### config.mk
export PLATFORM = sky130hd
export DESIGN_NAME = result_packer
export DESIGN_NICKNAME = d
export VERILOG_FILES = /design/src/rtl/result_packer.sv
export SDC_FILE = /design/constraint.sdc
export NUM_CORES = 1
export LEC_CHECK = 0
export ABC_AREA = 1
export CAP_MARGIN = 20
export CORE_AREA = 2 2 128 130
export CTS_CLUSTER_DIAMETER = 200
export DETAILED_ROUTE_END_ITERATION = 10
export DIE_AREA = 0 0 130 132
export GPL_TIMING_DRIVEN = 0
export PLACE_DENSITY = 0.84
export SYNTH_ARGS = -nofsm -noshare
export SYNTH_HDL_FRONTEND = slang
export SYNTH_SLANG_ARGS = --single-unit
### constraint.sdc
create_clock -name clk_i -period 3.86 [get_ports clk_i]
set_input_delay 0.386 -clock clk_i [delete_from_list [all_inputs] [get_ports clk_i]]
set_output_delay 0.386 -clock clk_i [all_outputs]
set_load 0.02 [all_outputs]
### src/rtl/result_packer.sv
// Pairs consecutive 32-bit adder results into 64-bit SRAM words {upper, lower}.
// Completed words wait in a 2-entry FIFO until the write side takes them.
//
// state  | meaning
// LOWER  | next accepted result fills the lower half
// UPPER  | lower half staged; next result (or flush) completes the word
module result_packer #(
    parameter int DATA_W        = 32,
    parameter int MEM_WORD_SIZE = 64,
    parameter int CNT_W         = 16
) (
    input  logic                     clk_i,
    input  logic                     rst_i,
    input  logic                     clear_i,
    input  logic                     res_valid_i,
    input  logic [DATA_W-1:0]        res_data_i,
    input  logic                     res_carry_i,
    output logic                     res_ready_o,
    input  logic                     flush_i,
    output logic                     half_sel_o,
    output logic                     word_valid_o,
    output logic [MEM_WORD_SIZE-1:0] word_data_o,
    output logic [1:0]               word_ovf_o,
    input  logic                     word_ready_i,
    output logic [CNT_W-1:0]         words_packed_o
);

    typedef enum logic {
        LOWER = 1'b0,
        UPPER = 1'b1
    } half_t;

    half_t                     half_q;
    logic [DATA_W-1:0]         lower_data_q;
    logic                      lower_carry_q;

    logic [MEM_WORD_SIZE-1:0]  mem_data_q [2];
    logic [1:0]                mem_ovf_q  [2];
    logic                      wr_ptr_q;
    logic                      rd_ptr_q;
    logic [1:0]                count_q;
    logic [CNT_W-1:0]          packed_cnt_q;

    logic                      fifo_full;
    logic                      res_hs;
    logic                      push_res;
    logic                      push_flush;
    logic                      push;
    logic                      pop;
    logic [MEM_WORD_SIZE-1:0]  push_data;
    logic [1:0]                push_ovf;

    assign fifo_full    = (count_q == 2'd2);
    assign word_valid_o = (count_q != 2'd0);
    assign half_sel_o   = (half_q == UPPER);

    // Only a completing (upper) result needs FIFO space; lower halves are always taken.
    assign res_ready_o  = !rst_i && !(half_q == UPPER && fifo_full);

    assign res_hs     = res_valid_i && res_ready_o;
    assign push_res   = res_hs && (half_q == UPPER);
    assign push_flush = flush_i && (half_q == UPPER) && !fifo_full && !res_hs;
    assign push       = push_res || push_flush;
    assign pop        = word_valid_o && word_ready_i;

    always_comb begin
        push_data = '0;
        push_ovf  = '0;
        if (push_res) begin
            push_data = {res_data_i, lower_data_q};
            push_ovf  = {res_carry_i, lower_carry_q};
        end else begin
            push_data = {{DATA_W{1'b0}}, lower_data_q};
            push_ovf  = {1'b0, lower_carry_q};
        end
    end

    assign word_data_o    = word_valid_o ? mem_data_q[rd_ptr_q] : '0;
    assign word_ovf_o     = word_valid_o ? mem_ovf_q[rd_ptr_q]  : 2'b00;
    assign words_packed_o = packed_cnt_q;

    always_ff @(posedge clk_i) begin
        if (rst_i || clear_i) begin
            half_q        <= LOWER;
            lower_data_q  <= '0;
            lower_carry_q <= 1'b0;
            for (int i = 0; i < 2; i++) begin
                mem_data_q[i] <= '0;
                mem_ovf_q[i]  <= 2'b00;
            end
            wr_ptr_q      <= 1'b0;
            rd_ptr_q      <= 1'b0;
            count_q       <= 2'd0;
            packed_cnt_q  <= '0;
        end else begin
            if (res_hs) begin
                if (half_q == LOWER) begin
                    lower_data_q  <= res_data_i;
                    lower_carry_q <= res_carry_i;
                    half_q        <= UPPER;
                end else begin
                    half_q        <= LOWER;
                end
            end else if (push_flush) begin
                half_q <= LOWER;
            end

            if (push) begin
                mem_data_q[wr_ptr_q] <= push_data;
                mem_ovf_q[wr_ptr_q]  <= push_ovf;
                wr_ptr_q             <= ~wr_ptr_q;
                packed_cnt_q         <= packed_cnt_q + {{(CNT_W-1){1'b0}}, 1'b1};
            end

            if (pop) begin
                rd_ptr_q <= ~rd_ptr_q;
            end

            case ({push, pop})
                2'b10:   count_q <= count_q + 2'd1;
                2'b01:   count_q <= count_q - 2'd1;
                default: count_q <= count_q;
            endcase
        end
    end

endmodule

Yosys cells after proc, flatten, opt, wreduce, memory -nomap -nowiden
Memory sizes are Yosys's and may differ from the RTL's. A register that Yosys moved wholly into a read port is not among the register bits.
Cells that the tools add are included.
{"block": "word_totals", "reg_bits": 54, "ramBits": 132, "inputBits": 39, "output_inout_bits": 85, "memories": 2}
{"memory": "mem_data_q", "depth": 2, "word_bits": 64, "rd": 1, "rd_clocked_by_memory_dff": 1, "wr": 2, "line_no": "37", "rtl": "logic [MEM_WORD_SIZE-1:0] mem_data_q [2];"}
{"memory": "mem_ovf_q", "depth": 2, "word_bits": 2, "rd": 1, "rd_clocked_by_memory_dff": 1, "wr": 2, "line_no": "38", "rtl": "logic [1:0] mem_ovf_q [2];"}
{"block": "classes", "n_addsub": 3, "n_eq_ne": 3, "muxes": 23, "bitwise": 3, "n_reduce_logical": 20}
{"cell": "two-way mux 64 bit", "n": 3}
{"cell": "OR reduction 64 bit", "n": 1}
{"cell": "adder 16 x 1 -> 16 bit (second input constant)", "n": 1}
{"cell": "two-way mux 1 bit", "n": 16}
{"cell": "logical AND 1 bit", "n": 8}
{"cell": "two-way mux 2 bit", "n": 3}
{"cell": "nonzero test 2 bit", "n": 3}
{"cell": "equality test 2 bit (second input constant)", "n": 2}
{"cell": "logical NOT 1 bit", "n": 4}
{"cell": "one-hot mux 2 bit (2 select lines)", "n": 1}
{"cell": "NOT 1 bit", "n": 3}
{"cell": "adder 2 x 1 -> 2 bit (second input constant)", "n": 1}
{"cell": "equality test 2 x 1 -> 1 bit (second input constant)", "n": 1}
{"cell": "logical OR 1 bit", "n": 2}
{"cell": "AND reduction 2 bit", "n": 1}
{"cell": "OR reduction 2 bit", "n": 1}
{"cell": "subtractor 2 x 1 -> 2 bit (second input constant)", "n": 1}

Longest topological paths before layout
{"block": "logic_depth", "ltp_word": 13, "depth_mapped": 12, "ltp_nobuf": 11}

Least setup slack after synthesis
OpenSTA, ideal clock, no wires.
{"block": "synth_path", "kind": "register to register", "startpoint": "register half_q (netlist: half_sel_o)", "endpoint": "memory mem_data_q[1][0] (enable)", "setup_ps": 426, "arrival_time_ps": 2653, "t_required_ps": 3434, "path_slack_ps": 782, "stages_incl_launch_ff": 7, "path_buffers": 2, "cell_sequence": "dfxtp_1 > nand4_4 > nand2_2 > buf_4 > nand2_2 > buf_2 > nand2_1"}
{"item": "from (decl)", "line_no": "33", "rtl": "half_t half_q;"}
{"item": "from (signal assigned)", "line_no": "84", "rtl": "half_q <= LOWER;"}
{"item": "from (signal assigned)", "line_no": "100", "rtl": "half_q <= UPPER;"}
{"item": "from (signal assigned)", "line_no": "102", "rtl": "half_q <= LOWER;"}
{"item": "to (decl)", "line_no": "37"}

Worst setup path in the final report
{"block": "layout_path", "startpoint": "register count_q[0]", "endpoint": "output word_data_o[25]"}
{"block": "layout_via", "elab_chain_len": 2}
{"item": "from (decl)", "line_no": "41", "rtl": "logic [1:0] count_q;"}
{"item": "from (signal assigned)", "line_no": "120", "rtl": "2'b10: count_q <= count_q + 2'd1;"}
{"item": "from (signal assigned)", "line_no": "121", "rtl": "2'b01: count_q <= count_q - 2'd1;"}
{"item": "from (signal assigned)", "line_no": "122", "rtl": "default: count_q <= count_q;"}
{"item": "nonzero test 2 bit", "line_no": "54", "rtl": "assign word_valid_o = (count_q != 2'd0);"}
{"item": "two-way mux 64 bit", "line_no": "78", "rtl": "assign word_data_o = word_valid_o ? mem_data_q[rd_ptr_q] : '0;"}
{"item": "to (decl)", "line_no": "22", "rtl": "output logic [MEM_WORD_SIZE-1:0] word_data_o,"}
No other way between the ends.

==> impl_metrics.ini <==
[route]
wl_um = 20900
avgViaCountPerCell = 5.29
drt_first_iter_violations = 828
dr_total_vias = 6937
dr.pass1.iters = 5
drc = 0
drtAntennaViolNets = 0
wl_per_cell_um = 15.9

[timing]
fin_skew_ns = 0.00581
maxSlewViolCount = 0
whs_ns = 0.483
post-route-min-period_ns = 3.34
setup_viol = 0
finalCritPeriodShare_pct = 86.5
rsz0062_at_grt = false
clock.fmax_mhz = 299
finalSetupTns_ns = 0
hold_viol = 0
tightest_slew_ns = 0.967
relSlewSlack_pct = 35.6

[clock_tree]
post_cts_buffers = 0
clock-root-buffer = clkbuf_16
cts_resized = 0
cts_tree = built
htreeDepth = 4
ctsLongestPathBuffers = 2
clock_sinks = 187
cts-hold-fix-buffers = 0
cts.clk_slew.worst_paths_ns = 0.06
insertion_delay_ns = 0.44
cts_buffers = 17

[layout]
drive_gt1_share_pct = 6.48
antennaDiodeCount = 0
utilization_pct = 66.6
layout.cells.non_filler = 1311
design.final.nets = 1123
synthToLayoutAreaGrowth_pct = 25.4
nFillCells = 1239

[floorplan]
core_um2 = 15700
die_h_um = 132
rows = 46
die_x_um = 130
ios = 124
die_area_um2 = 17200
start_util_pct = 53.1

[run_status]
status = complete, no violations

[worst_setup_path]
worst_setup_path_end_kind = primary output
r2r_cells = 8
cpMaxStageDelayCell = clkdlybuf4s50_1
critPathMaxFanout = 10
start_kind = register
path_cells = nor2_1 > clkbuf_1 > buf_1 > a21oi_1 > clkdlybuf4s50_1
cp.arrival_ns = 2.95
path_class = register to primary output
required_ns = 3.47
cpPeakStageDelay_ns = 0.58

[global_routing]
grt_start_max_net_pins = 67
antenna_found_initial = 0
grt_pass1_wl_um = 32500
overflow = 0
grt_pass1_vias = 6541
grt_util_all_layers_pct = 24.8

[placed_design]
gp_congestion = 0.870
dp_hpwl_um = 14000
portBuffers = 123
dp.cells = 1279

[power_and_ir_drop]
peakVddDrop_v = 0.000323
powerDensity_nw_per_um2 = 409
p_leak_nw = 4.03

[synth]
synth_top_cell_by_area = edfxtp_1
syn_area_per_cell_um2 = 8.88
syn_area_um2 = 8340
syn_inst = 940
synth.top_cell.area_share_pct = 47.5
syn-num-nets = 981
ys_ff_latch = 187
yosys_warnings = 0
synth.distinct_cells = 26
ys_seq_area_share_pct = 60.7
synthTopCellsByArea = edfxtp_1, dfxtp_1, nand2_1, a21oi_1, inv_1

[run]
maxCapViolCount = 0

[hold_path]
holdPathStages = 2
min_path_type = register to register
-- cell usage in the layout, fill, tap and decap left out, drive strengths merged --
cell           instances
buf                   22
dfxtp                 55
nor2                 129
nand2                212
edfxtp               132
nor3                  35
nand3b                 1
bufinv                 4
clkbuf                56
clkdlybuf4s50        123
nand4                  4
o21ai                 50
xnor2                  3
clkinv                 4
xor2                   1
nand3                 18
inv                  130
and3                   1
clkinvlp               1
a21oi                112
ha                     2
-- cells in the mapped netlist --
| library cell | number |
|---|---|
| edfxtp_1 | 132 |
| nand3_1 | 17 |
| xnor2_1 | 3 |
| nor3_1 | 35 |
| nand3_2 | 1 |
| nand4_4 | 1 |
| inv_2 | 4 |
| nor2_4 | 2 |
| buf_2 | 12 |
| dfxtp_1 | 55 |
| o21ai_0 | 50 |
| nand4_1 | 3 |
| nor2_2 | 17 |
| nor2_1 | 110 |
| a21oi_1 | 112 |
| buf_6 | 3 |
| clkbuf_1 | 33 |
| and3_1 | 1 |
| inv_1 | 126 |
| nand2_1 | 208 |
| ha_1 | 2 |
| xor2_1 | 1 |
| buf_1 | 6 |
| nand2_2 | 4 |
| nand3b_1 | 1 |
| buf_4 | 1 |
-- power by group --
part           switching [mW]  internal [mW]  total, mW  leakage [nW]
clock                   0.720           1.09       1.81         0.288
sequential             0.0239           2.22       2.24          1.92
combinational           0.148         0.0793      0.227          1.82
-- state kept, by name, summed over array words and instances, names as in the netlist, named ones only --
signal and count:
rd_ptr_q 1, mem_ovf_q 4, count_q 2, words_packed_o 16
mem_data_q 128, lower_carry_q 1, wr_ptr_q 1, lower_data_q 32
half_sel_o 1
-- worst paths after layout --
check                          startpoint                               to  slack [ns]
max               count_q[0]$_SDFFE_PP0P_                  word_data_o[25]        0.52
min          lower_data_q[7]$_SDFFE_PP0P_     lower_data_q[7]$_SDFFE_PP0P_        0.48
max reg2reg       count_q[0]$_SDFFE_PP0P_  mem_data_q[1][17]$_SDFFCE_PN0P_        1.29
min reg2reg  lower_data_q[7]$_SDFFE_PP0P_     lower_data_q[7]$_SDFFE_PP0P_        0.48
-- through the flow --
stage                     cell area, µm²  setup WS (ns)  power (mW)
after floorplan                     8340          0.782        2.40
after global placement              9840         -0.614        2.50
after detailed placement            9860          0.829        2.51
after CTS                          10500          0.610        4.28
after global routing               10500          0.457        4.38
final                              10500          0.521        4.28
-- per-layer routing --
| metal | track usage, % | vias up | part of all wire [%] |
|---|---|---|---|
| li1 | - | 3307 | - |
| met1 | 31.4 | 3295 | 40 |
| met2 | 41.0 | 290 | 50 |
| met3 | 4.99 | 45 | 7.1 |
| met4 | 11.1 | 0 | 2.8 |
| met5 | 0 | - | 0 |
-- critical path, delay by kind of cell, from the launching register on --
kind                   cells  cell delay, ns
buffers and inverters      3            1.53
and+or+nand+nor            1            0.43
DFF                        1            0.36
AOI/OAI and AO/OA          1            0.19
-- final cells by class --
class	instances	area (µm²)	share of cell area, %
Tap cell	216	270	2.58
Clock inverter	9	144	1.38
Inverter	130	488	4.66
Buffer	55	248	2.37
Multi-Input combinational cell	568	2560	24.4
Clock buffer	23	458	4.38
Sequential cell	187	5060	48.4
Timing Repair Buffer	123	1230	11.8
-- cell families (layout without fill, tap and decap cells) --
kind of cell / after synthesis / after routing / synth area share, %
DFF: 187 / 187 / 60.7
buffers and inverters: 185 / 340 / 8.82
xor gates and xnor gates: 4 / 4 / 0.420
adders and majority gates: 2 / 2 / 0.300
AOI/OAI and AO/OA: 162 / 162 / 9.72
and+or+nand+nor: 400 / 400 / 20.0
Power figures use the tool's default switching activity.
